**config.mk**
```make
export PLATFORM = sky130hd
export DESIGN_NAME = axis_packet_arbiter
export DESIGN_NICKNAME = d
export VERILOG_FILES = /design/src/rtl/axis_packet_arbiter.sv
export SDC_FILE = /design/constraint.sdc
export NUM_CORES = 1
export LEC_CHECK = 0
export ABC_AREA = 1
export CORE_AREA = 2 2 115 117
export CTS_CLUSTER_DIAMETER = 100
export CTS_CLUSTER_SIZE = 25
export DETAILED_ROUTE_END_ITERATION = 10
export DIE_AREA = 0 0 117 119
export PLACE_DENSITY = 0.76
export SLEW_MARGIN = 20
export SYNTH_ARGS = -nofsm -noshare
export SYNTH_HDL_FRONTEND = slang
export SYNTH_SLANG_ARGS = --single-unit
```
**constraint.sdc**
```tcl
create_clock -name clk -period 1.5 [get_ports clk]
set_input_delay 0.3 -clock clk [delete_from_list [all_inputs] [get_ports clk]]
set_output_delay 0.3 -clock clk [all_outputs]
set_load 0.02 [all_outputs]
```
**src/rtl/axis_packet_arbiter.sv**
```systemverilog
// Packet-granular round-robin arbiter that merges N_PORTS AXI-Stream slaves
// into one master stream. The output passes through a registered 2-entry skid
// stage so that no slave ready depends combinationally on m_tready.
//
// Handshake semantics (both sides): a beat transfers on a rising clk edge where
// valid & ready are both high. valid never waits for ready, and once valid is
// high the payload stays stable and valid stays high until that transfer.
module axis_packet_arbiter #(
  parameter int N_PORTS     = 4,
  parameter int AXIS_DWIDTH = 32,
  parameter int CFG_DWIDTH  = 8,
  localparam int IDW        = $clog2(N_PORTS)
) (
  input  logic                           clk,
  input  logic                           rst_n,
  input  logic [N_PORTS-1:0]             port_enable,
  output logic [CFG_DWIDTH-1:0]          count_pkts,
  input  logic                           count_clear,
  input  logic [N_PORTS*AXIS_DWIDTH-1:0] s_tdata,
  input  logic [N_PORTS-1:0]             s_tlast,
  input  logic [N_PORTS-1:0]             s_tvalid,
  output logic [N_PORTS-1:0]             s_tready,
  output logic [AXIS_DWIDTH-1:0]         m_tdata,
  output logic                           m_tlast,
  output logic [IDW-1:0]                 m_tid,
  output logic                           m_tvalid,
  input  logic                           m_tready,
  output logic                           dbg_state
);

  typedef enum logic {IDLE = 1'b0, PASS = 1'b1} state_e;

  state_e                 state_q, state_d;
  logic [IDW-1:0]         grant_q, grant_d;
  logic [IDW-1:0]         last_grant_q, last_grant_d;
  logic [N_PORTS-1:0]     req;
  logic                   found;
  logic [IDW-1:0]         cand;

  // Skid stage: head entry drives the master outputs, tail holds the overflow.
  logic [AXIS_DWIDTH-1:0] head_data_q, tail_data_q;
  logic                   head_last_q, tail_last_q;
  logic [IDW-1:0]         head_tid_q, tail_tid_q;
  logic [1:0]             occ_q;
  logic                   stage_full;
  logic                   push, pop;
  logic [AXIS_DWIDTH-1:0] in_data;
  logic                   in_last;

  assign req        = s_tvalid & port_enable;
  assign stage_full = (occ_q == 2'd2);
  assign in_data    = s_tdata[int'(grant_q)*AXIS_DWIDTH +: AXIS_DWIDTH];
  assign in_last    = s_tlast[grant_q];
  assign pop        = (occ_q != 2'd0) & m_tready;

  assign m_tvalid   = (occ_q != 2'd0);
  assign m_tlast    = head_last_q & m_tvalid;
  assign m_tdata    = head_data_q;
  assign m_tid      = head_tid_q;
  assign dbg_state  = (state_q == PASS);

  // Arbitration FSM state, current grant and round-robin pointer.
  always_ff @(posedge clk or negedge rst_n) begin
    if (!rst_n) begin
      state_q      <= IDLE;
      grant_q      <= '0;
      last_grant_q <= IDW'(N_PORTS - 1);
    end else begin
      state_q      <= state_d;
      grant_q      <= grant_d;
      last_grant_q <= last_grant_d;
    end
  end

  // Next-state: pick the next requester after last_grant in IDLE, stream the
  // granted port in PASS until its tlast beat is accepted.
  always_comb begin
    state_d      = state_q;
    grant_d      = grant_q;
    last_grant_d = last_grant_q;
    s_tready     = '0;
    push         = 1'b0;
    found        = 1'b0;
    cand         = '0;
    case (state_q)
      IDLE: begin
        for (int k = 1; k <= N_PORTS; k++) begin
          cand = IDW'((int'(last_grant_q) + k) % N_PORTS);
          if (!found && req[cand]) begin
            found        = 1'b1;
            grant_d      = cand;
            last_grant_d = cand;
          end
        end
        if (found) state_d = PASS;
      end
      PASS: begin
        s_tready[grant_q] = ~stage_full;
        push              = s_tvalid[grant_q] & ~stage_full;
        if (push && in_last) state_d = IDLE;
      end
      default: state_d = IDLE;
    endcase
  end

  // Skid stage storage; a push never coincides with a full stage.
  always_ff @(posedge clk or negedge rst_n) begin
    if (!rst_n) begin
      occ_q       <= 2'd0;
      head_data_q <= '0;
      head_last_q <= 1'b0;
      head_tid_q  <= '0;
      tail_data_q <= '0;
      tail_last_q <= 1'b0;
      tail_tid_q  <= '0;
    end else begin
      case (occ_q)
        2'd0: begin
          if (push) begin
            head_data_q <= in_data;
            head_last_q <= in_last;
            head_tid_q  <= grant_q;
            occ_q       <= 2'd1;
          end
        end
        2'd1: begin
          if (push && pop) begin
            head_data_q <= in_data;
            head_last_q <= in_last;
            head_tid_q  <= grant_q;
          end else if (push) begin
            tail_data_q <= in_data;
            tail_last_q <= in_last;
            tail_tid_q  <= grant_q;
            occ_q       <= 2'd2;
          end else if (pop) begin
            occ_q <= 2'd0;
          end
        end
        2'd2: begin
          if (pop) begin
            head_data_q <= tail_data_q;
            head_last_q <= tail_last_q;
            head_tid_q  <= tail_tid_q;
            occ_q       <= 2'd1;
          end
        end
        default: occ_q <= 2'd0;
      endcase
    end
  end

  // Packet counter: clear wins over a same-cycle tlast transfer.
  always_ff @(posedge clk or negedge rst_n) begin
    if (!rst_n) begin
      count_pkts <= '0;
    end else if (count_clear) begin
      count_pkts <= '0;
    end else if (pop && head_last_q) begin
      count_pkts <= count_pkts + 1'b1;
    end
  end

endmodule

```
==> results.sh, run 1 <==
export IMPL_status="finished, violations left"
export IMPL_failed_checks="negative setup slack"
export IMPL_fin_hold_ws_ns=0.4048
export IMPL_place_gp_congestion=0.8093
export IMPL_ff2ff_path_depth=9
export IMPL_power_share_switching_pct=43.70
export IMPL_rsz0062_at_grt="yes"
export IMPL_clk_latency_ns=0.33
export IMPL_setup_slack_ns=-0.2318
export IMPL_ys_seq_area_share_pct=42.51
export IMPL_grt_total_usage_pct=23.80
export IMPL_clk_path_buf_depth=2
export IMPL_place_ws_ns=-0.4528
export IMPL_ant_nets=0
export IMPL_grt_pass1_vias=5503
export IMPL_yosysMostFrequentCell="nand2_1"
export IMPL_synth_area_leaders="dfrtp_1 (41%), nand2_1 (12%), o21ai_0 (11%), nor2_1 (6.3%), inv_1 (4.3%)"
export IMPL_tightestPinTransition_ns=0.4302
export IMPL_fp_dieArea_mm2=0.01392
export IMPL_die_y_um=119
export IMPL_ys_flop_type="dfrtp_1"
export IMPL_first_iter_violations=282
export IMPL_finalHoldViolations=0
export IMPL_synth_compound_area_share_pct=24.20
export IMPL_ys_ff_latch=85
export IMPL_antenna_found_initial=0
export IMPL_synth_top_family_by_area="compound AO/OA/AOI/OAI gates"
export IMPL_dp_cells=1084
export IMPL_core_mm2=0.01287
export IMPL_async_flop_share_pct=100.0
export IMPL_grt_max_degree=66
export IMPL_cts_tree="done"
export IMPL_numCtsBuffers=9
export IMPL_crit_path_start_kind="flop"
export IMPL_p_switching_uw=7857
export IMPL_critPathMaxFanout=2
export IMPL_drt_wl_total_um=16890
export IMPL_clkPwrFrac_pct=13.6
export IMPL_synth_top_cell_area_share_pct=41.46
export IMPL_leakage_uw=0.003998
export IMPL_ys_warnings_count=0
export IMPL_synth_simple_area_share_pct=23.70
export IMPL_via_per_inst=5.017
export IMPL_synthAdderAreaFrac_pct=0.2498
export IMPL_vias=5699
export IMPL_drt_pass1_iter_count=5
export IMPL_cts_num_sinks=85
export IMPL_fp_row_count=42
export IMPL_hold_class="input port to asynchronous set/reset pin"
export IMPL_setup_viol=86
export IMPL_powerDensity_mw_per_mm2=2045
export IMPL_synthXorXnorAreaFrac_pct=0
export IMPL_cap_violations=0
export IMPL_p_int_uw=10120
export IMPL_yosys_area_top_type="dfrtp_1"
export IMPL_cts_htree_levels=3
export IMPL_synth_avg_cell_area_um2=7.167
export IMPL_fp_dieW_um=117
export IMPL_end_kind="output pin"
export IMPL_crit_required_ns=1.20
export IMPL_comb_power_share_pct=64.4
export IMPL_dp_hpwl_um=10800
export IMPL_syn_inst=699
export IMPL_grt_ovfl_total=0
export IMPL_muxShareOfSynthArea_pct=0
export IMPL_synth_area_mm2=0.005010
export IMPL_fmax_mhz=577.4
export IMPL_path_clk_slew_ns=0.07
export IMPL_synth_enable_flop_cells=0
export IMPL_peakVddDrop_v=0.001534
export IMPL_start_util_pct=38.91
export IMPL_synthTopCellsByCount="nand2_1 (163), o21ai_0 (112), nor2_1 (84), dfrtp_1 (83), inv_1 (58)"
export IMPL_diodes=0
export IMPL_syn_nets=844
export IMPL_finalNonFillerCells=1136
export IMPL_drive_gt1_share_pct=26.46
export IMPL_top_level_ports=193
export IMPL_critPathKind="flop to output pin"
export IMPL_finalPower_uw=17980
export IMPL_wl_per_cell_um=14.87
export IMPL_power_frac_seq_pct=22.0
export IMPL_drc=0
export IMPL_relSlewSlack_pct=71.32
export IMPL_cp_arrival_ns=1.43
export IMPL_period_needed_ns=1.732
export IMPL_clockRootBuffer="clkbuf_16"
export IMPL_finClkSkew_ns=0.009182
export IMPL_period_share_pct=115.5
export IMPL_drv_slew=0
export IMPL_portBuffers=192
export IMPL_fin_nets=1100
export IMPL_grt_pass1_wl_um=26130
export IMPL_area_delta_synth_final_pct=75.52
export IMPL_ys_types=30
layer usage:
metal,vias up,global-route usage [%],part of all wire (%)
li1,2825,-,-
met1,2684,30.22,43
met4,0,8.382,2.4
met5,-,0,0
met3,26,3.104,4.6
met2,164,41.15,50
what timing repair did:
| item | 4_1_cts | 5_1_grt |
|---|---|---|
| pin swaps | 29 | 15 |
| endpoints found under the hold margin | 20 | 0 |
| buffers inserted | 22 | 3 |
| hold buffers | 1 | 0 |
| cloned | 10 | 1 |
| resized for setup | 201 | 70 |
| endpoints found under the setup margin | 133 | 91 |
registers in the layout, indices dropped and copies added (netlist names):
signal        flops
tail_data_q      32
count_pkts        8
m_tid             2
head_last_q       1
m_tdata          32
grant_q           2
occ_q             2
dbg_state         1
tail_tid_q        2
tail_last_q       1
last_grant_q      2
cells by family (layout without fill, tap and decap cells):
| group | Yosys count | count (layout) |
|---|---|---|
| AOI/OAI and AO/OA | 215 | 215 |
| and+or+nand+nor | 292 | 293 |
| buffers and inverters | 106 | 366 |
| DFF | 85 | 85 |
| adders and majority gates | 1 | 1 |
worst paths after layout:
path                           from              end  slack, ns
hold reg to reg            m_tid[1]         m_tid[1]       0.48
hold / removal                rst_n       m_tdata[5]       0.40
max in group asynchronous     rst_n  last_grant_q[1]       0.56
setup reg to reg           occ_q[1]      m_tdata[21]      -0.21
min in group clk           m_tid[1]         m_tid[1]       0.48
setup / recovery           occ_q[0]      s_tready[0]      -0.23
stage by stage:
stage	instance area (um2)	TNS [ns]	utilization, %
CTS	8508	-10.38	66.08
global route	8793	-20.07	68.30
floorplan	5032	-0.01774	-
detailed placement	7491	-32.83	58.18
global placement	7491	-29.89	58.18
finish	8793	-12.75	68.30
area by class of cell:
type                    count  area (um2)
fillers                  1004        4081
repair buffers            287        2977
multi-input cells         509        2875
flip-flops and latches     85        2133
inverters                  62       247.7
clock buffers              10       239.0
well taps                 176       220.2
clock inverters             6       93.84
repair inverters            1       7.507
layout by cell type, fill, tap and decap left out, drive strengths merged:
cell type,netlist,layout
a21oi,5,5
buf,24,100
bufinv,0,2
clkbuf,20,12
clkdlybuf4s50,0,142
clkinv,1,2
clkinvlp,0,2
dfrtp,83,83
dfstp,2,2
dlygate4sd2,0,42
dlygate4sd3,0,1
ha,1,1
inv,61,63
nand2,174,175
nand3,22,22
nand4,2,2
nor2,85,85
nor3,7,7
nor4,1,1
o211ai,1,1
o21ai,175,175
o22ai,33,33
o31ai,1,1
or2,1,1
power groups by stage:
stage               sequential, uW  combinational, uW  clock, uW
floorplan                     4380               4980          0
global placement              3920               8960          0
detailed placement            3950               9140          0
CTS                           3910              10900       2480
global route                  4050              12600       2590
finish                        3950              11600       2450
worst max-delay path, stage by stage (launching register included):
cell and delay (ns):
dfrtp_1 0.44, nor2_4 0.08, buf_6 0.13, nor4_4 0.27, buf_4 0.19
Power figures use the tool's default switching activity.
==> run 2: changes to the inputs <==
--- a/config.mk
+++ b/config.mk
@@ -11,6 +11,7 @@
 export CTS_CLUSTER_SIZE = 25
 export DETAILED_ROUTE_END_ITERATION = 10
 export DIE_AREA = 0 0 117 119
+export HOLD_SLACK_MARGIN = 0.15
 export PLACE_DENSITY = 0.76
 export SLEW_MARGIN = 20
 export SYNTH_ARGS = -nofsm -noshare
==> results of run 2 <==
Same layout as run 1: the final DEF is identical, and so are final timing and power.
==> run 3: changes to the inputs <==
--- a/config.mk
+++ b/config.mk
@@ -6,13 +6,13 @@
 export NUM_CORES = 1
 export LEC_CHECK = 0
 export ABC_AREA = 1
-export CORE_AREA = 2 2 115 117
+export CORE_AREA = 2 2 108 136
 export CTS_CLUSTER_DIAMETER = 100
 export CTS_CLUSTER_SIZE = 25
 export DETAILED_ROUTE_END_ITERATION = 10
-export DIE_AREA = 0 0 117 119
+export DIE_AREA = 0 0 110 138
 export HOLD_SLACK_MARGIN = 0.15
-export PLACE_DENSITY = 0.76
+export PLACE_DENSITY = 0.71
 export SLEW_MARGIN = 20
 export SYNTH_ARGS = -nofsm -noshare
 export SYNTH_HDL_FRONTEND = slang
==> run 3 against run 2 <==
  * The run still ends with negative setup slack left
  * Design area grew 1.7%
  * Worst hold slack improved by 0.078 ns
  * Wire length increased by 3.7%
  * Clock power down 8.6%
  * Critical path type is now flop to flop
  * Largest cell class unchanged
==> results.sh, run 3 (same netlist as run 1, synthesis figures left out) <==
export IMPL_fp_dieArea_mm2=0.01518
export IMPL_grt_pass1_wl_um=26670
export IMPL_fmax_mhz=574.4
export IMPL_finalNonFillerCells=1145
export IMPL_period_needed_ns=1.741
export IMPL_critPathKind="flop to flop"
export IMPL_grt_max_degree=45
export IMPL_place_ws_ns=-0.4126
export IMPL_cts_htree_levels=3
export IMPL_fp_row_count=49
export IMPL_dp_cells=1086
export IMPL_setup_slack_ns=-0.2409
export IMPL_fp_dieW_um=110
export IMPL_cts_num_sinks=85
export IMPL_via_per_inst=4.985
export IMPL_clk_path_buf_depth=2
export IMPL_place_gp_congestion=0.8875
export IMPL_crit_slowest_cell="dfrtp_2"
export IMPL_finClkSkew_ns=0.009333
export IMPL_portBuffers=192
export IMPL_drt_pass1_iter_count=4
export IMPL_die_y_um=138
export IMPL_vias=5708
export IMPL_antenna_found_initial=0
export IMPL_ant_nets=0
export IMPL_critPathMaxFanout=8
export IMPL_drive_gt1_share_pct=29.89
export IMPL_finalSetupTns_ns=-16.12
export IMPL_drc=0
export IMPL_start_util_pct=35.68
export IMPL_leakage_uw=0.004089
export IMPL_drv_slew=0
export IMPL_path_clk_slew_ns=0.06
export IMPL_core_mm2=0.01404
export IMPL_crit_required_ns=1.73
export IMPL_drt_wl_total_um=17520
export IMPL_crit_path_start_kind="flop"
export IMPL_status="finished, violations left"
export IMPL_fin_nets=1107
export IMPL_critPathTopFamily="buffers and inverters"
export IMPL_period_share_pct=116.1
export IMPL_worst_path_buf_inv=5
export IMPL_clk_latency_ns=0.34
export IMPL_powerDensity_mw_per_mm2=2085
export IMPL_first_iter_violations=199
export IMPL_grt_ovfl_total=0
export IMPL_grt_total_usage_pct=22.21
export IMPL_relSlewSlack_pct=74.74
export IMPL_clockRootBuffer="clkbuf_16"
export IMPL_worst_path_most_repeated_cell="nand2_1"
export IMPL_setup_viol=83
export IMPL_numCtsBuffers=9
export IMPL_failed_checks="negative setup slack"
export IMPL_top_level_ports=193
export IMPL_finalHoldViolations=0
export IMPL_rsz0062_at_grt="yes"
export IMPL_wl_per_cell_um=15.30
export IMPL_max_stage_delay_ns=0.43
export IMPL_area_delta_synth_final_pct=78.55
export IMPL_end_kind="flop"
export IMPL_diodes=0
export IMPL_cap_violations=0
export IMPL_cp_arrival_ns=1.97
export IMPL_dp_hpwl_um=10930
export IMPL_peakVddDrop_v=0.001342
export IMPL_worstPathCellList="inv_4 > buf_4 > nand2_1 > o211ai_1 > nand2_1 > nand3_4 > nor2_4 > buf_12 > buf_8 > inv_8 > nand2_2 > o21ai_1"
export IMPL_mostFrequentLayoutCells="clkdlybuf4s50_1 (142), nand2_1 (93), o21ai_0 (91)"
export IMPL_hold_class="flop to flop"
export IMPL_tightestPinTransition_ns=0.3790
export IMPL_cts_tree="done"
export IMPL_layout_commonest_cell="clkdlybuf4s50_1"
export IMPL_fillers=1227
export IMPL_grt_pass1_vias=5339
## run 3: cell count changes in the layout (fill, tap and decap cells not counted), moves of 4 or more
cell / previous run / this run
buf_6: 21 / 13
nand2_4: 15 / 20
clkbuf_16: 10 / 14
nand2_1: 126 / 93
o21ai_1: 58 / 48
buf_4: 57 / 70
o21ai_0: 82 / 91
nand2_2: 32 / 59
## run 3: cell type report
cell class / count / area, um2 / share of cell area (%)
repair buffers: 295 / 3083 / 34.47
clock buffers: 12 / 246.5 / 2.756
clock inverters: 4 / 50.05 / 0.5595
flip-flops and latches: 85 / 2132 / 23.84
well taps: 178 / 222.7 / 2.490
multi-input cells: 509 / 2963 / 33.12
inverters: 62 / 247.7 / 2.770
## run 3: report_power, final
group,switching [uW],total (uW),internal [uW]
Clock,906,2240,1330
Sequential,551,3930,3380
Combinational,6780,12500,5690
Total,8240,18600,10400
## run 3: stage by stage
stage	hold WS (ns)	utilization, %	power, uW	instance area [um2]
final	0.4831	63.71	18650	8945
after global routing	0.5055	63.71	20040	8945
after CTS	0.4866	59.87	16880	8406
after detailed placement	0.3018	53.37	13030	7493
after global placement	0.3062	53.37	12890	7493
after floorplan	0.004409	-	9354	5032
## run 3: path summary, 6_finish.rpt
path,startpoint,slack [ns],cells after the start,endpoint
max in group asynchronous,rst_n,0.73,3,last_grant_q[0]
min reg2reg,m_tdata[30],0.48,2,m_tdata[30]
max reg2reg,grant_q[0],-0.24,12,tail_tid_q[0]
min,m_tdata[30],0.48,2,m_tdata[30]
min in group asynchronous,rst_n,0.49,3,tail_data_q[15]
max,grant_q[0],-0.24,12,tail_tid_q[0]
## run 3: what timing repair did
item,in CTS,in global routing
endpoints found under the setup margin,132,87
gates cloned,10,8
gates resized for setup,143,135
hold endpoints to repair,83,0
setup buffers,21,7
pin swaps,13,23
hold buffers,1,0
## run 3: worst register-to-register path, stage by stage (launching register included)
cell and delay, ns:
dfrtp_2 0.43, inv_4 0.07, buf_4 0.14, nand2_1 0.05, o211ai_1 0.08, nand2_1 0.15, nand3_4 0.14, nor2_4 0.14
buf_12 0.17, buf_8 0.12, inv_8 0.04, nand2_2 0.05, o21ai_1 0.05
## run 3: routing by layer
layer | track usage [%] | wire length [um]
met5 | 0 | 0
met4 | 8.195 | 367
met3 | 2.923 | 731
met2 | 37.75 | 9049
met1 | 28.33 | 7374
